## src/rtl/multicycle_control_if.sv

```systemverilog
// Control bundle between the multicycle MIPS main FSM and its datapath.
// master = control FSM, slave = datapath.
interface multicycle_control_if;
  logic [5:0] opcode;
  logic       zero;
  logic       mem_ready;
  logic [2:0] alu_op;
  logic       alu_src_a;
  logic [1:0] alu_src_b;
  logic [1:0] pc_source;
  logic       pc_write;
  logic       ir_write;
  logic       iord;
  logic       mem_read;
  logic       mem_write;
  logic       reg_write;
  logic [1:0] reg_dst;
  logic [1:0] mem_to_reg;
  logic       instr_retired;
  logic [1:0] err_code;

  modport master (
    input  opcode, zero, mem_ready,
    output alu_op, alu_src_a, alu_src_b, pc_source, pc_write, ir_write, iord,
           mem_read, mem_write, reg_write, reg_dst, mem_to_reg, instr_retired, err_code
  );

  modport slave (
    output opcode, zero, mem_ready,
    input  alu_op, alu_src_a, alu_src_b, pc_source, pc_write, ir_write, iord,
           mem_read, mem_write, reg_write, reg_dst, mem_to_reg, instr_retired, err_code
  );
endinterface

```

## src/rtl/multicycle_control.sv

```systemverilog
// Main control FSM of the multicycle MIPS datapath: fetch/decode/execute/memory/write-back
// sequencing with memory-ready waits and a sticky error trap (illegal opcode, memory timeout).
module multicycle_control #(
  parameter int TIMEOUT = 16
) (
  input logic                 clk,
  input logic                 reset,
  multicycle_control_if.master bus
);
  localparam int CW = (TIMEOUT > 0) ? $clog2(TIMEOUT + 1) : 1;
  localparam logic [CW-1:0] WAIT_LAST = CW'((TIMEOUT > 0) ? TIMEOUT - 1 : 0);

  localparam logic [5:0] OP_R    = 6'h00;
  localparam logic [5:0] OP_J    = 6'h02;
  localparam logic [5:0] OP_JAL  = 6'h03;
  localparam logic [5:0] OP_BEQ  = 6'h04;
  localparam logic [5:0] OP_BNE  = 6'h05;
  localparam logic [5:0] OP_ADDI = 6'h08;
  localparam logic [5:0] OP_ORI  = 6'h0D;
  localparam logic [5:0] OP_LUI  = 6'h0F;
  localparam logic [5:0] OP_LW   = 6'h23;
  localparam logic [5:0] OP_SW   = 6'h2B;

  typedef enum logic [3:0] {
    S_IDLE, S_FETCH, S_DECODE, S_MEM_ADDR, S_MEM_READ, S_MEM_WB, S_MEM_WRITE,
    S_EXEC_R, S_EXEC_I, S_ALU_WB, S_BRANCH, S_JUMP, S_ERROR
  } state_t;

  state_t        state_reg, state_next;
  logic [CW-1:0] wait_cnt_reg, wait_cnt_next;
  logic [1:0]    err_code_reg, err_code_next;
  logic [5:0]    opcode_reg, opcode_next;
  logic [2:0]    exec_alu_op;
  logic          is_wait;
  logic          timeout_hit;

  always_ff @(posedge clk or negedge reset) begin
    if (!reset) begin
      state_reg    <= S_IDLE;
      wait_cnt_reg <= '0;
      err_code_reg <= 2'b00;
      opcode_reg   <= '0;
    end else begin
      state_reg    <= state_next;
      wait_cnt_reg <= wait_cnt_next;
      err_code_reg <= err_code_next;
      opcode_reg   <= opcode_next;
    end
  end

  always_comb begin
    state_next        = state_reg;
    err_code_next     = err_code_reg;
    opcode_next       = opcode_reg;
    wait_cnt_next     = wait_cnt_reg;
    exec_alu_op       = 3'b000;
    bus.alu_op        = 3'b000;
    bus.alu_src_a     = 1'b0;
    bus.alu_src_b     = 2'b00;
    bus.pc_source     = 2'b00;
    bus.pc_write      = 1'b0;
    bus.ir_write      = 1'b0;
    bus.iord          = 1'b0;
    bus.mem_read      = 1'b0;
    bus.mem_write     = 1'b0;
    bus.reg_write     = 1'b0;
    bus.reg_dst       = 2'b00;
    bus.mem_to_reg    = 2'b00;
    bus.instr_retired = 1'b0;
    bus.err_code      = err_code_reg;

    case (opcode_reg)
      OP_R:    exec_alu_op = 3'b111;
      OP_ADDI: exec_alu_op = 3'b100;
      OP_ORI:  exec_alu_op = 3'b101;
      OP_LUI:  exec_alu_op = 3'b110;
      default: exec_alu_op = 3'b000;
    endcase

    is_wait     = (state_reg == S_FETCH) || (state_reg == S_MEM_READ) || (state_reg == S_MEM_WRITE);
    timeout_hit = (TIMEOUT != 0) && is_wait && !bus.mem_ready && (wait_cnt_reg == WAIT_LAST);

    case (state_reg)
      S_IDLE: state_next = S_FETCH;
      S_FETCH: begin
        bus.mem_read  = 1'b1;
        bus.alu_src_b = 2'b01;
        bus.alu_op    = 3'b010;
        bus.ir_write  = bus.mem_ready;
        bus.pc_write  = bus.mem_ready;
        if (bus.mem_ready) state_next = S_DECODE;
      end
      S_DECODE: begin
        // Branch target is computed here speculatively; the opcode is captured for later states.
        bus.alu_src_b = 2'b11;
        bus.alu_op    = 3'b010;
        opcode_next   = bus.opcode;
        case (bus.opcode)
          OP_LW, OP_SW:             state_next = S_MEM_ADDR;
          OP_R:                     state_next = S_EXEC_R;
          OP_ADDI, OP_ORI, OP_LUI:  state_next = S_EXEC_I;
          OP_BEQ, OP_BNE:           state_next = S_BRANCH;
          OP_J, OP_JAL:             state_next = S_JUMP;
          default: begin
            state_next    = S_ERROR;
            err_code_next = 2'b01;
          end
        endcase
      end
      S_MEM_ADDR: begin
        bus.alu_src_a = 1'b1;
        bus.alu_src_b = 2'b10;
        bus.alu_op    = 3'b010;
        state_next    = (opcode_reg == OP_LW) ? S_MEM_READ : S_MEM_WRITE;
      end
      S_MEM_READ: begin
        bus.mem_read = 1'b1;
        bus.iord     = 1'b1;
        if (bus.mem_ready) state_next = S_MEM_WB;
      end
      S_MEM_WB: begin
        bus.reg_write     = 1'b1;
        bus.mem_to_reg    = 2'b01;
        bus.instr_retired = 1'b1;
        state_next        = S_FETCH;
      end
      S_MEM_WRITE: begin
        bus.mem_write     = 1'b1;
        bus.iord          = 1'b1;
        bus.instr_retired = bus.mem_ready;
        if (bus.mem_ready) state_next = S_FETCH;
      end
      S_EXEC_R, S_EXEC_I: begin
        bus.alu_src_a = 1'b1;
        bus.alu_src_b = (state_reg == S_EXEC_R) ? 2'b00 : 2'b10;
        bus.alu_op    = exec_alu_op;
        state_next    = S_ALU_WB;
      end
      S_ALU_WB: begin
        bus.reg_write     = 1'b1;
        bus.reg_dst       = (opcode_reg == OP_R) ? 2'b01 : 2'b00;
        bus.alu_op        = exec_alu_op;
        bus.instr_retired = 1'b1;
        state_next        = S_FETCH;
      end
      S_BRANCH: begin
        bus.alu_src_a     = 1'b1;
        bus.alu_op        = 3'b011;
        bus.pc_source     = 2'b01;
        bus.pc_write      = (opcode_reg == OP_BEQ) ? bus.zero : !bus.zero;
        bus.instr_retired = 1'b1;
        state_next        = S_FETCH;
      end
      S_JUMP: begin
        bus.pc_source     = 2'b10;
        bus.pc_write      = 1'b1;
        bus.instr_retired = 1'b1;
        if (opcode_reg == OP_JAL) begin
          bus.reg_write  = 1'b1;
          bus.reg_dst    = 2'b10;
          bus.mem_to_reg = 2'b10;
        end
        state_next = S_FETCH;
      end
      S_ERROR: state_next = S_ERROR;
      default: state_next = S_ERROR;
    endcase

    // A ready in the last allowed wait cycle still completes the access.
    if (timeout_hit) begin
      state_next    = S_ERROR;
      err_code_next = 2'b10;
    end

    if (state_next != state_reg)
      wait_cnt_next = '0;
    else if (is_wait && !bus.mem_ready && TIMEOUT != 0)
      wait_cnt_next = wait_cnt_reg + CW'(1);
  end
endmodule

```

## src/flat_wrapper.sv

```systemverilog
// flat-port wrapper written by rule: the top's interface ports become plain ports
module multicycle_control_flat 
#(
  parameter int TIMEOUT = 16
)
  (clk, reset, bus_opcode, bus_zero, bus_mem_ready, bus_alu_op, bus_alu_src_a, bus_alu_src_b, bus_pc_source, bus_pc_write, bus_ir_write, bus_iord, bus_mem_read, bus_mem_write, bus_reg_write, bus_reg_dst, bus_mem_to_reg, bus_instr_retired, bus_err_code);
  multicycle_control_if bus_i ();
  input logic clk;
  input logic reset;
  input wire logic [$bits(bus_i.opcode)-1:0] bus_opcode;
  input wire logic [$bits(bus_i.zero)-1:0] bus_zero;
  input wire logic [$bits(bus_i.mem_ready)-1:0] bus_mem_ready;
  output wire logic [$bits(bus_i.alu_op)-1:0] bus_alu_op;
  output wire logic [$bits(bus_i.alu_src_a)-1:0] bus_alu_src_a;
  output wire logic [$bits(bus_i.alu_src_b)-1:0] bus_alu_src_b;
  output wire logic [$bits(bus_i.pc_source)-1:0] bus_pc_source;
  output wire logic [$bits(bus_i.pc_write)-1:0] bus_pc_write;
  output wire logic [$bits(bus_i.ir_write)-1:0] bus_ir_write;
  output wire logic [$bits(bus_i.iord)-1:0] bus_iord;
  output wire logic [$bits(bus_i.mem_read)-1:0] bus_mem_read;
  output wire logic [$bits(bus_i.mem_write)-1:0] bus_mem_write;
  output wire logic [$bits(bus_i.reg_write)-1:0] bus_reg_write;
  output wire logic [$bits(bus_i.reg_dst)-1:0] bus_reg_dst;
  output wire logic [$bits(bus_i.mem_to_reg)-1:0] bus_mem_to_reg;
  output wire logic [$bits(bus_i.instr_retired)-1:0] bus_instr_retired;
  output wire logic [$bits(bus_i.err_code)-1:0] bus_err_code;
  assign bus_i.opcode = bus_opcode;
  assign bus_i.zero = bus_zero;
  assign bus_i.mem_ready = bus_mem_ready;
  assign bus_alu_op = bus_i.alu_op;
  assign bus_alu_src_a = bus_i.alu_src_a;
  assign bus_alu_src_b = bus_i.alu_src_b;
  assign bus_pc_source = bus_i.pc_source;
  assign bus_pc_write = bus_i.pc_write;
  assign bus_ir_write = bus_i.ir_write;
  assign bus_iord = bus_i.iord;
  assign bus_mem_read = bus_i.mem_read;
  assign bus_mem_write = bus_i.mem_write;
  assign bus_reg_write = bus_i.reg_write;
  assign bus_reg_dst = bus_i.reg_dst;
  assign bus_mem_to_reg = bus_i.mem_to_reg;
  assign bus_instr_retired = bus_i.instr_retired;
  assign bus_err_code = bus_i.err_code;
  multicycle_control #(.TIMEOUT(TIMEOUT)) u_core (.clk(clk), .reset(reset), .bus(bus_i));
endmodule
```

## config.mk

```make
export PLATFORM = sky130hd
export DESIGN_NAME = multicycle_control_flat
export DESIGN_NICKNAME = d
export VERILOG_FILES = /design/src/rtl/multicycle_control_if.sv /design/src/rtl/multicycle_control.sv /design/src/flat_wrapper.sv
export SDC_FILE = /design/constraint.sdc
export NUM_CORES = 1
export LEC_CHECK = 0
export ABC_AREA = 1
export CELL_PAD_IN_SITES_DETAIL_PLACEMENT = 2
export CELL_PAD_IN_SITES_GLOBAL_PLACEMENT = 2
export CORE_MARGIN = 5
export CORE_UTILIZATION = 23
export DETAILED_ROUTE_END_ITERATION = 10
export GPL_TIMING_DRIVEN = 0
export PLACE_DENSITY_LB_ADDON = 0.1
export SLEW_MARGIN = 0
export SYNTH_ARGS = -nofsm -noshare
export SYNTH_HDL_FRONTEND = slang
export SYNTH_SLANG_ARGS = --single-unit
```

## constraint.sdc

```tcl
create_clock -name clk -period 1.6 [get_ports clk]
set_clock_uncertainty 0.1 [all_clocks]
set_input_delay 0.32 -clock clk [delete_from_list [all_inputs] [get_ports clk]]
set_output_delay 0.32 -clock clk [all_outputs]
set_load 0.01 [all_outputs]
```

### After elaboration in Yosys (flattened, before gate mapping)

Cells that the tools add are included.

* add/subtract/negate cells: 1
* multipliers: 0
* divide/modulo/power cells: 0
* order comparisons: 0
* equality and inequality tests: 29
* shift-type cells: 0
* multiplexer cells: 31
* bitwise gates (word level): 0
* reduce and logical (&&, ||, !) cells: 26

Operators with widths (number)
* $eq 6x4->1 const B: 6
* $pmux 4 s7: 1
* $pmux 4 s5: 1
* $eq 6x2->1 const B: 3
* $eq 6x3->1 const B: 3
* $eq 6x6->1 const B: 3
* $eq 4x3->1 const B: 4
* $eq 4x4->1 const B: 4
* $mux 4: 4
* $reduce_or 2->1: 7
* $logic_not 6->1: 2
* $mux 2: 6
* $pmux 2 s2: 3
* $pmux 3 s4: 1
* $mux 5: 2
* $reduce_or 10->1: 1
* $pmux 3 s3: 1
* $reduce_or 3->1: 3
* $eq 4x2->1 const B: 2
* $mux 1: 8
* $pmux 2 s4: 1
* $reduce_or 4->1: 2
* $add 5x1->5 const B: 1
* $eq 5x4->1 const B: 1
* other kinds (12): 17

* flip-flop bits (word level): 17
* bits in latches: 0
* memory bits (writable): 0
* ROM bits: 0
* logic and storage cells: 91
* memories: 0

### Logic depth before layout (Yosys ltp)

Gate-level depths: netlist of run 1.

* depth after elaboration: 8
* depth in mapped cells: 13

### Least setup slack after synthesis of run 1

No wires, ideal clock.

* path kind: reg2out
* start: reg u_core.state_reg[2]
* end: out bus_reg_write
* data arrival time: 1.317 ns
* data required time: 1.180 ns
* slack: -0.137 ns
* cell stages (with the launch flop): 6
* path through: dfrtp_1 > inv_1 > nand2_1 > nor2_1 > inv_1 > o31ai_1

* word-level cells in the longest chain between the ends: 3
* elaborated cells on any way between the ends: 5

Ends and longest elaborated chain
* start: declaration: RTL line multicycle_control.sv:29 `state_t state_reg, state_next;`
* start signal: assignment: RTL line multicycle_control.sv:44 `state_reg <= state_next;`
* $eq 4x3->1 or $eq 4x4->1 (tied branches): RTL line multicycle_control.sv:83 `case (state_reg)`
* $reduce_or 2->1 (no source line)
* $pmux 1 s2 *: RTL line multicycle_control.sv:83
* end: declaration: RTL line flat_wrapper.sv:22 `output wire logic [$bits(bus_i.reg_write)-1:0] bus_reg_write;`

Every way passes the cells marked *; elsewhere a longest branch is shown, timed or not.

### Worst setup path in the final report of run 1

* start: reg u_core.state_reg[1]
* end: out bus_alu_op[1]

* word-level cells in the longest chain between the ends: 3
* elaborated cells on any way between the ends: 10

Ends and longest elaborated chain
* $eq 4x4->1, or another cell as far along: RTL line multicycle_control.sv:83
* $reduce_or 3->1 (no source line)
* $pmux 3 s3 *: RTL line multicycle_control.sv:83
* end: declaration: RTL line flat_wrapper.sv:13 `output wire logic [$bits(bus_i.alu_op)-1:0] bus_alu_op;`

Marks and branches as above.

==> results of run 1 <==
[cell families after synthesis]
family,synth area share
compound gates,0.07033
xor+xnor,0.02023
fa+ha+maj,0.01926
buf+inv,0.08863
flops,0.3276
mux,0.01638
simple gates,0.4576
[where the power goes]
part | switching [W] | internal (W) | total (W)
Sequential | 0 | 0.000429 | 0.000429
Combinational | 0.0000395 | 0.0000254 | 0.0000649
Clock | 0.000159 | 0.000173 | 0.000332
[through the flow]
step / area, um2 / power [W] / hold WS (ns) / TNS (ns)
global placement: 1762 / 0.0004928 / 0.3647 / -13.42
floorplan: 1371 / 0.0004524 / -0.07559 / -0.1663
CTS: 2120 / 0.0008406 / 0.3937 / -5.372
global route: 2332 / 0.0008760 / 0.3172 / -8.444
finish: 2332 / 0.0008267 / 0.3106 / -6.028
detailed placement: 1762 / 0.0004951 / 0.3717 / -15.03
[area by class of cell]
class / instances / area, um2
sequential: 17 / 434.2
multi-input combinational: 151 / 1085
fill: 617 / 3174
tap: 72 / 90.09
timing repair buffer: 63 / 549.3
inverter: 30 / 127.6
clock buffer: 3 / 41.29
clock inverter: 1 / 5.005
[worst max-delay path, stage by stage (launching register included)]
cell and delay, ns:
dfrtp_2 0.50, buf_6 0.15, inv_4 0.04, nand2_4 0.08, nor2_4 0.05, nor2_4 0.12
nand2_2 0.07, nand2_1 0.08, nand3_2 0.07, buf_6 0.13
[cell usage after synthesis]
cell type	number	area (um2)
a21boi_2	1	11.26
a21oi_1	2	10.01
and2_1	1	6.260
and3_1	1	6.260
dfrtp_1	17	425.4
ha_1	2	25.02
inv_1	26	97.59
inv_2	3	11.26
inv_4	1	6.260
mux2_2	1	11.26
mux2i_1	1	10.01
nand2_1	55	206.5
nand2_2	2	12.51
nand2_4	2	22.52
nand3_1	15	75.07
nand3_2	2	20.02
nand3b_1	2	15.01
nand4_1	4	25.02
nand4_2	1	12.51
nor2_1	33	123.9
nor2_2	4	25.02
nor2_4	2	22.52
nor3_1	3	15.01
nor4_1	1	6.260
o21ai_0	10	50.05
o22ai_1	2	12.51
o31ai_1	1	7.510
xnor2_1	1	8.760
xor2_1	2	17.52
[worst paths after layout]
path / startpoint / end / slack, ns / cells past startpoint
min in group asynchronous: reset / u_core.state_reg[3]$_DFF_PN0_ / 0.43 / 1
min reg2reg: u_core.bus.err_code[1]$_DFFE_PN0P_ / u_core.bus.err_code[1]$_DFFE_PN0P_ / 0.38 / 2
max in group asynchronous: reset / u_core.state_reg[2]$_DFF_PN0_ / 0.41 / 1
max: u_core.state_reg[1]$_DFF_PN0_ / bus_alu_op[1] / -0.38 / 9
max reg2reg: u_core.state_reg[1]$_DFF_PN0_ / u_core.wait_cnt_reg[1]$_DFFE_PN0P_ / -0.36 / 14
min: bus_opcode[4] / u_core.opcode_reg[4]$_DFFE_PN0P_ / 0.31 / 3
[placed cells by master (no fill, tap or decap), types with 2 or more instances in the layout]
| cell type | instances |
|---|---|
| buf_12 | 2 |
| nand2_1 | 45 |
| nand3b_1 | 2 |
| clkdlybuf4s50_1 | 4 |
| buf_4 | 24 |
| o21ai_0 | 5 |
| buf_2 | 14 |
| dlymetal6s2s_1 | 6 |
| inv_2 | 7 |
| clkbuf_8 | 3 |
| nand3_1 | 8 |
| nor2_2 | 14 |
| nor2_1 | 10 |
| nor2_4 | 15 |
| nand3_4 | 2 |
| inv_4 | 6 |
| xor2_1 | 2 |
| nand2_4 | 4 |
| buf_6 | 12 |
| nand2_8 | 3 |
| dfrtp_1 | 10 |
| nand3_2 | 7 |
| dfrtp_2 | 7 |
| o21ai_1 | 4 |
| nor3_2 | 3 |
| nand4_1 | 4 |
| inv_1 | 17 |
| nand2_2 | 7 |
[routing by layer]
layer | vias up | share of wire
met5 | - | 0
met4 | 0 | 0
met3 | 0 | 0.034
met2 | 24 | 0.54
met1 | 754 | 0.43
li1 | 769 | -
[what timing repair did]
| action | CTS | global route |
|---|---|---|
| pin swaps | 16 | 11 |
| endpoints found under the setup margin | 29 | 30 |
| cloned | 0 | 0 |
| gates resized for setup | 137 | 42 |
| hold buffers | 0 | 0 |
| setup buffers | 23 | 10 |
==> flow_metrics.env, run 1 <==
export IMPL_outcome="finished, violations left"
export IMPL_violations="negative setup slack"
export IMPL_finalNetCount=278
export IMPL_core_area_um2=5507
export IMPL_peakVddDrop_uv=258.9
export IMPL_die_w_um=85.15
export IMPL_drt_pass1_iterations=2
export IMPL_cts_buffer_depth=2
export IMPL_groute_layer_met1_usage=0.1933
export IMPL_num_rows=27
export IMPL_min_delay_path_class="in2reg"
export IMPL_synth_sequential_area_ratio=0.3276
export IMPL_placement_io_buffers=30
export IMPL_grtUsageMet2=0.2804
export IMPL_final_instance_count_excl_fill=337
export IMPL_gr_total_overflow=0
export IMPL_postRouteWirelength_mm=5.665
export IMPL_clk_pin_slew_worst_paths_ns=0.07
export IMPL_cellPowerDensity_nw_per_um2=354.5
export IMPL_route_detailed_drc=0
export IMPL_syn_instance_count=198
export IMPL_number_of_buffers_created_by_cts=3
export IMPL_slew_limit_headroom=0.4585
export IMPL_grt_use_met3=0.03204
export IMPL_finalSetupViolCount=25
export IMPL_grt_setup_unrepaired="true"
export IMPL_cts_num_sinks=17
export IMPL_place_inst=300
export IMPL_timing_final_max_slew_violations=0
export IMPL_worstPathMaxFanout=4
export IMPL_cp_start_kind="register"
export IMPL_dpl_hpwl_mm=3.850
export IMPL_start_util=0.2359
export IMPL_timing_worst_setup_path_type="reg2out"
export IMPL_maximum_number_of_pins_on_one_net_before_global_route_repair=18
export IMPL_area_growth_pct=79.58
export IMPL_worst_slew_pin_slew_ns=0.8097
export IMPL_dpl_worst_slack_ns=-0.7924
export IMPL_route_vias_total=1547
export IMPL_drt_vias_per_instance=4.591
export IMPL_max_freq_mhz=506.0
export IMPL_initial_antenna_violation_count=0
export IMPL_antennaDiodeCount=0
export IMPL_synthesis_yosys_warnings=0
export IMPL_clock_root_buffer="clkbuf_8"
export IMPL_grt_pass1_vias=1765
export IMPL_synth_area_um2=1299
export IMPL_cts_tree="done"
export IMPL_fp_dieArea_um2=7250
export IMPL_cp_arrival_ns=1.56
export IMPL_final_antenna_net_count=0
export IMPL_clk_insertion_delay_late_ns=0.26
export IMPL_routed_len_inst_um=16.81
export IMPL_power_leakage_nw=1.210
export IMPL_gpl_final_weighted_congestion=0.8113
export IMPL_pin_count=31
export IMPL_setup_slack_ns=-0.3761
export IMPL_layout_cells_sized_above_1=0.5358
export IMPL_crit_required_ns=1.18
export IMPL_h_tree_level_count=1
export IMPL_ys_types=29
export IMPL_number_of_storage_elements_in_the_synthesis_netlist=17
export IMPL_grt_busiest_layer="met2"
export IMPL_grt_use_total=0.1561
export IMPL_post_synthesis_net_count=210
export IMPL_fp_dieH_um=85.15
export IMPL_grt_first_pass_wirelength_mm=9.128
export IMPL_drtIter0Drc=26
export IMPL_fraction_of_the_cycle_the_final_worst_path_needs=1.235
export IMPL_timing_final_hold_violations=0
export IMPL_minimum_clock_period_ns=1.976
export IMPL_utilization=0.4235
export IMPL_max_cap_violations=0
export IMPL_worstSetupEndpointType="output pin"
export IMPL_largest_reg_flops=6
export IMPL_postSynthAreaPerCell_um2=6.559
Note: power is estimated with default switching activity, not from simulation.
==> inputs of run 2 (changes only) <==
- SETUP_SLACK_MARGIN: default -> 0.5
==> flow_metrics.env, run 2 (synthesized netlist as in run 1, its figures left out) <==
export IMPL_worst_slew_pin_slew_ns=0.8456
export IMPL_timing_final_max_slew_violations=0
export IMPL_cts_buffer_depth=2
export IMPL_min_delay_path_class="in2async"
export IMPL_max_cap_violations=0
export IMPL_gpl_final_weighted_congestion=0.7762
export IMPL_layout_cells_sized_above_1=0.6469
export IMPL_max_freq_mhz=476.7
export IMPL_area_growth_pct=106.6
export IMPL_die_w_um=85.15
export IMPL_routed_len_inst_um=21.68
export IMPL_peakVddDrop_uv=272.4
export IMPL_worstPathMaxFanout=2
export IMPL_antennaDiodeCount=0
export IMPL_grt_setup_unrepaired="true"
export IMPL_route_vias_total=1764
export IMPL_timing_final_hold_violations=0
export IMPL_cts_hold_repair_buffers=0
export IMPL_most_common_layout_cells="31 x buf_6, 29 x nand2_1, 29 x buf_4, 16 x inv_1, 16 x nand2_2"
export IMPL_worstSetupEndpointType="output pin"
export IMPL_final_common_cell="buf_6"
export IMPL_dpl_hpwl_mm=3.905
export IMPL_outcome="finished, violations left"
export IMPL_start_util=0.2359
export IMPL_cp_start_kind="register"
export IMPL_cp_arrival_ns=1.68
export IMPL_route_detailed_drc=0
export IMPL_clk_insertion_delay_late_ns=0.26
export IMPL_totalPowerFinal_w=0.0008356
export IMPL_cellPowerDensity_nw_per_um2=311.5
export IMPL_clock_root_buffer="clkbuf_8"
export IMPL_grt_use_total=0.1771
export IMPL_cts_tree="done"
export IMPL_finalNetCount=299
export IMPL_fp_dieArea_um2=7250
export IMPL_minimum_clock_period_ns=2.098
export IMPL_number_of_buffers_created_by_cts=3
export IMPL_h_tree_level_count=1
export IMPL_grt_first_pass_wirelength_mm=10.16
export IMPL_slew_limit_headroom=0.4363
export IMPL_violations="negative setup slack"
export IMPL_clk_pin_slew_worst_paths_ns=0.07
export IMPL_gr_total_overflow=0
export IMPL_core_area_um2=5507
export IMPL_num_rows=27
export IMPL_setup_slack_ns=-0.4977
export IMPL_crit_required_ns=1.18
export IMPL_grt_pass1_vias=1938
export IMPL_power_leakage_nw=1.343
export IMPL_final_instance_count_excl_fill=358
export IMPL_fraction_of_the_cycle_the_final_worst_path_needs=1.311
export IMPL_fp_dieH_um=85.15
export IMPL_drt_pass1_iterations=4
export IMPL_maximum_number_of_pins_on_one_net_before_global_route_repair=18
export IMPL_timing_worst_setup_path_type="reg2out"
export IMPL_drtIter0Drc=26
export IMPL_initial_antenna_violation_count=0
export IMPL_drt_vias_per_instance=4.927
export IMPL_postRouteWirelength_mm=7.760
export IMPL_final_antenna_net_count=0
export IMPL_cts_num_sinks=17
export IMPL_pin_count=31
export IMPL_placement_io_buffers=30
export IMPL_finalSetupViolCount=28
export IMPL_largest_reg_flops=6
export IMPL_place_inst=300
-- run 2: cell types whose count changed in the layout (fill, tap and decap cells not counted), moves of 5 or more --
cell,change
nand2_2,+9
dlygate4sd2_1,+5
nand2_4,+6
dlymetal6s2s_1,-6
buf_6,+19
buf_4,+5
nand2_1,-16
-- run 2: path summary, 6_finish.rpt --
kind | to | cells after the start | from | slack [ns]
worst max-delay path | bus_alu_op[1] | 10 | u_core.opcode_reg[5]$_DFFE_PN0P_ | -0.50
worst min-delay path | u_core.opcode_reg[4]$_DFFE_PN0P_ | 1 | reset | 0.14
worst max register to register | u_core.wait_cnt_reg[0]$_DFFE_PN0P_ | 13 | u_core.state_reg[3]$_DFF_PN0_ | -0.47
worst min register to register | u_core.bus.err_code[1]$_DFFE_PN0P_ | 2 | u_core.bus.err_code[1]$_DFFE_PN0P_ | 0.38
max in group asynchronous | u_core.state_reg[1]$_DFF_PN0_ | 1 | reset | 0.68
min in group clk | u_core.bus.err_code[1]$_DFFE_PN0P_ | 2 | u_core.bus.err_code[1]$_DFFE_PN0P_ | 0.38
-- run 2: stage by stage --
| step | setup TNS, ns | utilization | instance area [um2] | setup WS, ns | hold WS, ns |
|---|---|---|---|---|---|
| finish | -8.308 | 0.4872 | 2683 | -0.4977 | 0.1406 |
| global placement | -12.90 | 0.3299 | 1817 | -0.7022 | 0.3629 |
| detailed placement | -14.46 | 0.3299 | 1817 | -0.8181 | 0.3764 |
| global route | -10.41 | 0.4872 | 2683 | -0.6278 | 0.2063 |
| floorplan | -0.1418 | - | 1426 | -0.02836 | -0.07559 |
| CTS | -5.337 | 0.4417 | 2432 | -0.4225 | 0.1908 |
-- run 2: worst max-delay path, stage by stage, from the launching register on --
cell and delay, ns:
dfrtp_2 0.42, nor2_2 0.10, inv_2 0.06, nor2_2 0.16, nand3_2 0.11, inv_1 0.12, nand2_1 0.10, nand2_1 0.10
nand2_1 0.07, nand3_2 0.07, buf_6 0.10
-- run 2: metal layers --
layer / track usage / vias to the layer above / share of wire
met4: 0.04460 / 0 / 0.040
li1: - / 810 / -
met2: 0.3496 / 45 / 0.54
met3: 0.01748 / 21 / 0.025
met5: 0 / - / 0
met1: 0.1992 / 888 / 0.39
-- run 2: area by class of cell --
type | instances | area (um2)
fill | 603 | 2824
multi-input combinational | 151 | 1205
timing repair buffer | 84 | 764.5
sequential | 17 | 434.2
inverter | 30 | 142.6
tap | 72 | 90.09
clock buffer | 3 | 41.29
clock inverter | 1 | 5.005
-- run 2: what timing repair did --
action	in CTS	in global routing
endpoints found under the setup margin	55	45
pin swaps	17	14
setup buffers	40	14
gates resized for setup	189	38
cloned	0	0
-- run 2: power breakdown --
group / internal, W / switching, W
clock network: 0.000174 / 0.000169
logic: 0.0000208 / 0.0000426
registers: 0.000429 / 0
total: 0.000624 / 0.000212
==> inputs of run 3 (changes only) <==
- SLEW_MARGIN: 0 -> 30
==> results of run 3 <==
No change in the layout: final DEF, timing and power equal those of run 2.
